[src/rtl/arm_hazard_pkg.sv]
// Shared types for the ARM 5-stage hazard scoreboard: pipeline tag slot layout,
// forward-select encoding and the tag match helper.
package arm_hazard_pkg;

  localparam int HZ_REGW_MAX = 6;
  localparam int HZ_NRP_MAX  = 4;

  // PC register index for the default 4-bit register address
  localparam int PC_IDX = 15;

  typedef struct packed {
    logic                                   valid;
    logic [HZ_REGW_MAX-1:0]                 wa;
    logic                                   regwrite;
    logic                                   memtoreg;
    logic                                   memaccess;
    logic                                   pcwrite;
    logic [HZ_NRP_MAX-1:0][HZ_REGW_MAX-1:0] ra;
    logic [HZ_NRP_MAX-1:0]                  use_rd;
  } hz_tag_t;

  typedef enum logic [1:0] {
    FWD_RF = 2'b00,
    FWD_W  = 2'b01,
    FWD_M  = 2'b10
  } fwd_sel_e;

  function automatic int pc_idx(input int regw);
    return (1 << regw) - 1;
  endfunction

  function automatic logic tag_hit(input hz_tag_t t, input logic [HZ_REGW_MAX-1:0] addr);
    return t.valid & t.regwrite & (t.wa == addr);
  endfunction

endpackage

[src/rtl/hazard_tag_slot.sv]
// One pipeline tag register; bubble beats load, reset beats everything.
module hazard_tag_slot
  import arm_hazard_pkg::*;
(
  input  logic    clk,
  input  logic    reset,
  input  logic    load,
  input  logic    bubble,
  input  hz_tag_t tag_in,
  output hz_tag_t tag_out
);

  hz_tag_t tag_d;
  hz_tag_t tag_q;

  always_comb begin
    tag_d = tag_q;
    if (bubble) begin
      tag_d = '0;
    end else if (load) begin
      tag_d = tag_in;
    end else begin
      tag_d = tag_q;
    end
  end

  always_ff @(posedge clk) begin
    if (reset) begin
      tag_q <= '0;
    end else begin
      tag_q <= tag_d;
    end
  end

  assign tag_out = tag_q;

endmodule

[src/rtl/arm_hazard_scoreboard.sv]
// Hazard unit for the F/D/E/M/W ARM pipeline: tracks E/M/W destination tags and
// derives forwarding selects, stalls, flushes and saturating stall counters.
module arm_hazard_scoreboard
  import arm_hazard_pkg::*;
#(
  parameter int REGW   = 4,
  parameter int NRP    = 2,
  parameter int FWD_EN = 1,
  parameter int CNT_W  = 16
) (
  input  logic                clk,
  input  logic                reset,
  input  logic [NRP*REGW-1:0] ra_d,
  input  logic [NRP-1:0]      use_d,
  input  logic                valid_d,
  input  logic [REGW-1:0]     wa_d,
  input  logic                regwrite_d,
  input  logic                memtoreg_d,
  input  logic                memaccess_d,
  input  logic                pcwrite_d,
  input  logic                branch_taken_e,
  input  logic                mem_ready_m,
  output logic [2*NRP-1:0]    forward_e,
  output logic                stall_f,
  output logic                stall_d,
  output logic                stall_e,
  output logic                stall_m,
  output logic                flush_d,
  output logic                flush_e,
  output logic [CNT_W-1:0]    cnt_ld_stall,
  output logic [CNT_W-1:0]    cnt_mem_stall
);

  localparam logic [HZ_REGW_MAX-1:0] PC_TAG = HZ_REGW_MAX'(pc_idx(REGW));

  hz_tag_t d_tag;
  hz_tag_t slot_e;
  hz_tag_t slot_m;
  hz_tag_t slot_w;
  logic [NRP-1:0][HZ_REGW_MAX-1:0] ra_d_s;
  fwd_sel_e [NRP-1:0] fwd_sel_s;
  logic mem_stall_s, ld_stall_s, pc_pending_s, hit_e_s, hit_m_s;
  logic [CNT_W-1:0] cnt_ld_d, cnt_ld_q, cnt_mem_d, cnt_mem_q;

  always_comb begin
    d_tag = '0;
    for (int p = 0; p < NRP; p++) begin
      ra_d_s[p] = HZ_REGW_MAX'(ra_d[p*REGW +: REGW]);
    end
    if (valid_d) begin
      d_tag.valid     = 1'b1;
      d_tag.wa        = HZ_REGW_MAX'(wa_d);
      d_tag.regwrite  = regwrite_d;
      d_tag.memtoreg  = memtoreg_d;
      d_tag.memaccess = memaccess_d;
      d_tag.pcwrite   = pcwrite_d;
      for (int p = 0; p < NRP; p++) begin
        d_tag.ra[p]     = ra_d_s[p];
        d_tag.use_rd[p] = use_d[p];
      end
    end else begin
      d_tag = '0;
    end
  end

  // Stall/flush decode; a pending memory wait suppresses every other hazard action.
  always_comb begin
    hit_e_s = 1'b0;
    hit_m_s = 1'b0;
    for (int p = 0; p < NRP; p++) begin
      if (use_d[p]) begin
        hit_e_s = hit_e_s | tag_hit(slot_e, ra_d_s[p]);
        hit_m_s = hit_m_s | tag_hit(slot_m, ra_d_s[p]);
      end else begin
        hit_e_s = hit_e_s;
        hit_m_s = hit_m_s;
      end
    end
    mem_stall_s = slot_m.valid & slot_m.memaccess & ~mem_ready_m;
    if (FWD_EN != 0) begin
      ld_stall_s = ~mem_stall_s & hit_e_s & slot_e.memtoreg;
    end else begin
      ld_stall_s = ~mem_stall_s & (hit_e_s | hit_m_s);
    end
    pc_pending_s = (valid_d & pcwrite_d) | (slot_e.valid & slot_e.pcwrite) |
                   (slot_m.valid & slot_m.pcwrite);
    stall_f = mem_stall_s | ld_stall_s | pc_pending_s;
    stall_d = mem_stall_s | ld_stall_s;
    stall_e = mem_stall_s;
    stall_m = mem_stall_s;
    flush_d = ~mem_stall_s & (pc_pending_s | branch_taken_e | (slot_w.valid & slot_w.pcwrite));
    flush_e = ~mem_stall_s & (ld_stall_s | branch_taken_e);
  end

  always_comb begin
    forward_e = '0;
    for (int p = 0; p < NRP; p++) begin
      fwd_sel_s[p] = FWD_RF;
      if ((FWD_EN != 0) && (slot_e.ra[p] != PC_TAG)) begin
        if (tag_hit(slot_m, slot_e.ra[p])) begin
          fwd_sel_s[p] = FWD_M;
        end else if (tag_hit(slot_w, slot_e.ra[p])) begin
          fwd_sel_s[p] = FWD_W;
        end else begin
          fwd_sel_s[p] = FWD_RF;
        end
      end else begin
        fwd_sel_s[p] = FWD_RF;
      end
      forward_e[2*p +: 2] = fwd_sel_s[p];
    end
  end

  hazard_tag_slot u_slot_e (
    .clk(clk), .reset(reset), .load(~mem_stall_s), .bubble(~mem_stall_s & flush_e),
    .tag_in(d_tag), .tag_out(slot_e)
  );

  hazard_tag_slot u_slot_m (
    .clk(clk), .reset(reset), .load(~mem_stall_s), .bubble(1'b0),
    .tag_in(slot_e), .tag_out(slot_m)
  );

  hazard_tag_slot u_slot_w (
    .clk(clk), .reset(reset), .load(1'b1), .bubble(mem_stall_s),
    .tag_in(slot_m), .tag_out(slot_w)
  );

  always_comb begin
    cnt_ld_d  = cnt_ld_q;
    cnt_mem_d = cnt_mem_q;
    if (ld_stall_s && (cnt_ld_q != {CNT_W{1'b1}})) begin
      cnt_ld_d = cnt_ld_q + CNT_W'(1);
    end else begin
      cnt_ld_d = cnt_ld_q;
    end
    if (mem_stall_s && (cnt_mem_q != {CNT_W{1'b1}})) begin
      cnt_mem_d = cnt_mem_q + CNT_W'(1);
    end else begin
      cnt_mem_d = cnt_mem_q;
    end
  end

  always_ff @(posedge clk) begin
    if (reset) begin
      cnt_ld_q  <= '0;
      cnt_mem_q <= '0;
    end else begin
      cnt_ld_q  <= cnt_ld_d;
      cnt_mem_q <= cnt_mem_d;
    end
  end

  assign cnt_ld_stall  = cnt_ld_q;
  assign cnt_mem_stall = cnt_mem_q;

  // Tag fields carried only for pipeline alignment (e.g. M/W read addresses).
  logic unused_tag_bits;
  assign unused_tag_bits = ^{slot_e, slot_m, slot_w};

endmodule

[config.mk]
export PLATFORM = sky130hd
export DESIGN_NAME = arm_hazard_scoreboard
export DESIGN_NICKNAME = d
export VERILOG_FILES = /design/src/rtl/arm_hazard_pkg.sv /design/src/rtl/hazard_tag_slot.sv /design/src/rtl/arm_hazard_scoreboard.sv
export SDC_FILE = /design/constraint.sdc
export NUM_CORES = 1
export LEC_CHECK = 0
export ABC_CLOCK_PERIOD_IN_PS = 2800
export BUFFER_PORTS_ARGS = -buffer_cell sky130_fd_sc_hd__buf_2
export CORE_MARGIN = 1
export CORE_UTILIZATION = 40
export DETAILED_ROUTE_END_ITERATION = 12
export SKIP_LAST_GASP = 1
export SLEW_MARGIN = 25
export SYNTH_ARGS = -nofsm -noshare
export SYNTH_HDL_FRONTEND = slang
export SYNTH_SLANG_ARGS = --single-unit
[constraint.sdc]
create_clock -name clk -period 2.8 [get_ports clk]
set_clock_uncertainty 0.05 [all_clocks]
set_input_delay 0.14 -clock clk [delete_from_list [all_inputs] [get_ports clk]]
set_output_delay 0.14 -clock clk [all_outputs]
set_load 0.005 [all_outputs]
==> impl_summary.log <==
INFO  metric power = between 0.0015 and 0.002 W
INFO  metric max_cap_viol_count = 0
INFO  metric p_leak = approximately 1.5 nW
INFO  metric timing.fmax = 444 MHz
INFO  metric clock_insertion_delay_worst_skew = around 340 ps
INFO  metric timing.hold.worst_path_depth = 2
INFO  metric swShare = 22.9%
INFO  metric floorplan.initialDensity = 41.7%
INFO  metric post-cts-setup-buffer-count = 0
INFO  metric global_route_wire_length_before_repair = 11100 µm
INFO  metric layout_setup_ws = ~550 ps
INFO  metric clockPowerShare = 43.6%
INFO  metric startpoint_type = register
INFO  metric dp_worst_setup_slack = roughly 540 ps
INFO  metric regToRegEndpoint = cnt_ld_stall[4]$_SDFFE_PP0P_
INFO  metric drt_iter0_markers = between 100 and 150
INFO  metric yosys.area_share.simple = 24.5%
INFO  metric via_count_of_the_first_global_routing_pass = around 2300
INFO  metric layout-drive-gt1-share = 21.1%
INFO  metric min-delay-start = ra_d[2]
INFO  metric worstHoldPathType = in -> reg
INFO  metric setup_viol_count_final = 0
INFO  metric grt_usage = between 10% and 20%
INFO  metric cts_inserted_buffers = 9
INFO  metric io_pins = 65
INFO  metric finalCriticalPeriod = ~2300 ps
INFO  metric cts_hold_buffers = 13
INFO  metric count_of_state_elements_after_synthesis = 64
INFO  metric detail_route.wl_per_cell = 13.4 µm
INFO  metric clock-sinks = 64
INFO  metric cp-end-kind = register
INFO  metric std_cell_rows = 30
INFO  metric cts_repair_resize_count = 0
INFO  metric finish.cell_count_without_fillers = a little over 500
INFO  metric ff2ff_setup_slack = 550 ps
INFO  metric yosys-mux-area-fraction = approximately 1.1%
INFO  metric cts-root-to-sink-buffers = 2
INFO  metric synthesis.nets = around 350
INFO  metric pwr-share-comb = under 10%
INFO  metric die_area = roughly 0.0075 mm²
INFO  metric crit_path_max_fanout = 17
INFO  metric worst-endpoint-arrival = about 2500 ps
INFO  metric max-slew-margin-rel = between 50 and 60%
INFO  metric grt_setup_unrepaired = no
INFO  metric synth_enable_flop_cells = 0
INFO  metric ys_warn_count = 0
INFO  metric antenna_found_initial = 0
INFO  metric via_count = around 2600
INFO  metric detail_route.drc_violations = 0
INFO  metric status = complete, no violations
INFO  metric max_slew.worst_pin.slew = approximately 740 ps
INFO  metric layout.nets = between 400 and 500
INFO  metric clk_pin_slew = 70 ps
INFO  metric r2r_start = u_slot_m.tag_out[38]$_SDFFE_PP0N_
INFO  metric routed_wirelength = 6770 µm
INFO  metric worstRegToRegCells = 7
INFO  metric holdWs = ~13 ps
INFO  metric insertedDiodeCount = 0
INFO  metric avgSynthCellArea = roughly 9 µm²
INFO  metric finalHoldViolCount = 0
INFO  metric gp_routability_congestion = 0.770
INFO  metric dominant_combinational_cell_family_by_area_after_synthesis = simple AND/OR/NAND/NOR gates
INFO  metric synthFlopType = sky130_fd_sc_hd__dfxtp_1
INFO  metric setup.worst_path.class = reg -> reg
INFO  metric yosysSeqAreaShare = ~45%
INFO  metric syn_area = roughly 0.0029 mm²
INFO  metric layout_worst_path_cycle_share = around four fifths
INFO  metric totalNegativeSetupSlack = 0 ps
INFO  metric n_fill_cell = around 670
INFO  metric power_density = about 510 mW/mm²
INFO  metric p_seq_share = between 50% and 60%
INFO  metric first_pass_iteration_count_of_the_detailed_router = 5
INFO  metric grt.overflow.total = 0
INFO  metric coreArea = 0.00683 mm²
INFO  metric clock_tree.htree_level_count = 3
INFO  metric xor_xnor_share_of_the_synthesized_area = a little under an eighth
INFO  metric grt_start_max_net_pins = between 40 and 50
INFO  metric ir_drop = 342 µV
INFO  metric p_switching = about 0.00041 W
INFO  metric drv_slew = 0
INFO  metric die_width = just under 90 µm
INFO  metric compound_gate_fraction_of_synth_area = between 10% and 20%
INFO  metric antenna_left = 0
INFO  metric internal-power = roughly 0.0014 W
INFO  metric dieHeight = 86.4 µm
INFO  metric ys_async_sr_fraction = 0%
INFO  metric placed_cells = roughly 480
INFO  metric cts_tree = yes
INFO  metric via_per_inst = slightly above 5
INFO  metric detailedPlacementHpwl = roughly 4700 µm
INFO  metric io_buffer_count = between 60 and 70
INFO  metric synth_adder_area_share = less than 1%
INFO  metric area_growth = 25.6%
INFO  metric hold_path_end = u_slot_e.tag_out[6]$_SDFFE_PP0N_
INFO  metric synth.distinct_cells = 38
INFO  metric syn-instance-count = 326
INFO  metric worstPathRequired = 3010 ps
INFO  metric cts-root-buf = sky130_fd_sc_hd__clkbuf_8
==> kinds of logic after synthesis <==
kind of cell / count (synthesis)
and+or+nand+nor: 139
AOI/OAI and AO/OA: 64
DFF: 64
xor gates and xnor gates: 37
buffers and inverters: 17
muxes: 3
adders and majority gates: 2
==> Yosys cell counts, types with 3 or more instances <==
library cell	count	area share, %
sky130_fd_sc_hd__a21oi_1	22	3.9
sky130_fd_sc_hd__or4_1	3	0.79
sky130_fd_sc_hd__nand2_1	33	4.3
sky130_fd_sc_hd__clkbuf_1	8	1.1
sky130_fd_sc_hd__xnor2_1	17	5.2
sky130_fd_sc_hd__o21ai_0	14	2.5
sky130_fd_sc_hd__nand4_1	6	1.3
sky130_fd_sc_hd__dfxtp_1	64	45
sky130_fd_sc_hd__or3_1	11	2.4
sky130_fd_sc_hd__and3_1	10	2.2
sky130_fd_sc_hd__nor3_1	5	0.88
sky130_fd_sc_hd__and2_1	7	1.5
sky130_fd_sc_hd__nor4_1	3	0.66
sky130_fd_sc_hd__a22o_1	15	4.6
sky130_fd_sc_hd__xor2_1	20	6.1
sky130_fd_sc_hd__inv_1	6	0.79
sky130_fd_sc_hd__nor2_1	32	4.2
sky130_fd_sc_hd__nand3_1	22	3.9
==> worst max-delay path by stage <==
stage | startpoint | endpoint | slack [ps]
after floorplan | u_slot_m.tag_out[38]$_SDFFE_PP0N_ | cnt_mem_stall[9]$_SDFFE_PP0P_ | 1020
after global placement | u_slot_m.tag_out[38]$_SDFFE_PP0N_ | cnt_ld_stall[1]$_SDFFE_PP0P_ | 580
after detailed placement | u_slot_m.tag_out[38]$_SDFFE_PP0N_ | cnt_ld_stall[4]$_SDFFE_PP0P_ | 540
after CTS | u_slot_m.tag_out[38]$_SDFFE_PP0N_ | cnt_ld_stall[4]$_SDFFE_PP0P_ | 530
after global routing | u_slot_m.tag_out[38]$_SDFFE_PP0N_ | cnt_ld_stall[4]$_SDFFE_PP0P_ | 320
final | u_slot_m.tag_out[38]$_SDFFE_PP0N_ | cnt_ld_stall[4]$_SDFFE_PP0P_ | 550
==> power groups by stage <==
stage	Clock, W	Sequential, W	Combinational (W)
2_1_floorplan	0	0.000950	0.0000434
3_3_place_gp	0	0.000953	0.0000732
3_5_place_dp	0	0.000953	0.0000736
4_1_cts	0.000806	0.000932	0.0000878
5_1_grt	0.000845	0.000934	0.0000963
6_report	0.000789	0.000933	0.0000875
==> layout by cell type, fill, tap and decap left out, types with 5 or more instances in the layout <==
cell,netlist,layout
sky130_fd_sc_hd__dfxtp_1,64,64
sky130_fd_sc_hd__buf_2,2,64
sky130_fd_sc_hd__nand2_1,33,33
sky130_fd_sc_hd__nor2_1,32,30
sky130_fd_sc_hd__nand3_1,22,22
sky130_fd_sc_hd__a21oi_1,22,22
sky130_fd_sc_hd__xor2_1,20,20
sky130_fd_sc_hd__xnor2_1,17,17
sky130_fd_sc_hd__a22o_1,15,15
sky130_fd_sc_hd__o21ai_0,14,14
sky130_fd_sc_hd__dlygate4sd3_1,0,13
sky130_fd_sc_hd__or3_1,11,11
sky130_fd_sc_hd__and3_1,10,10
sky130_fd_sc_hd__clkbuf_8,0,10
sky130_fd_sc_hd__and2_1,7,7
sky130_fd_sc_hd__inv_1,6,6
sky130_fd_sc_hd__nand4_1,6,6
sky130_fd_sc_hd__nor3_1,5,5
==> critical path: stages, from the launching register on <==
cell                       delay [ps]
sky130_fd_sc_hd__dfxtp_1          380
sky130_fd_sc_hd__nand3b_4         240
sky130_fd_sc_hd__inv_1            270
sky130_fd_sc_hd__nor2_1           210
sky130_fd_sc_hd__o31a_1           150
sky130_fd_sc_hd__nand2_1          270
sky130_fd_sc_hd__or3_1            440
sky130_fd_sc_hd__a21oi_1          150
==> metal layers <==
layer	share of wire (%)	GRT usage, %	vias up
met5	0	0	-
li1	-	-	1314
met3	5.1	3.71	9
met1	48	25.7	1197
met4	1.3	9.24	0
met2	45	29.5	62
==> stage by stage <==
| step | utilization, % | instance area [µm²] |
|---|---|---|
| after floorplan | - | 2850 |
| after global placement | 47.6 | 3250 |
| after detailed placement | 47.6 | 3250 |
| after CTS | 52.4 | 3580 |
| after global routing | 52.4 | 3580 |
| final | 52.4 | 3580 |
==> state kept, by name (all words and copies together) (netlist names) <==
signal	count
u_slot_m.tag_out	8
cnt_ld_stall	16
u_slot_w.tag_out	7
u_slot_e.tag_out	17
cnt_mem_stall	16
==> cell type report <==
class                   count  area (µm²)  share of cell area, %
multi-input cells         245        1500                   42.0
repair buffers             78         458                   12.8
inverters                   6        22.5                  0.629
flip-flops and latches     64        1280                   35.8
well taps                  96         120                   3.35
clock inverters             5        57.6                   1.61
clock buffers              10         138                   3.84
Power figures use the tool's default switching activity.
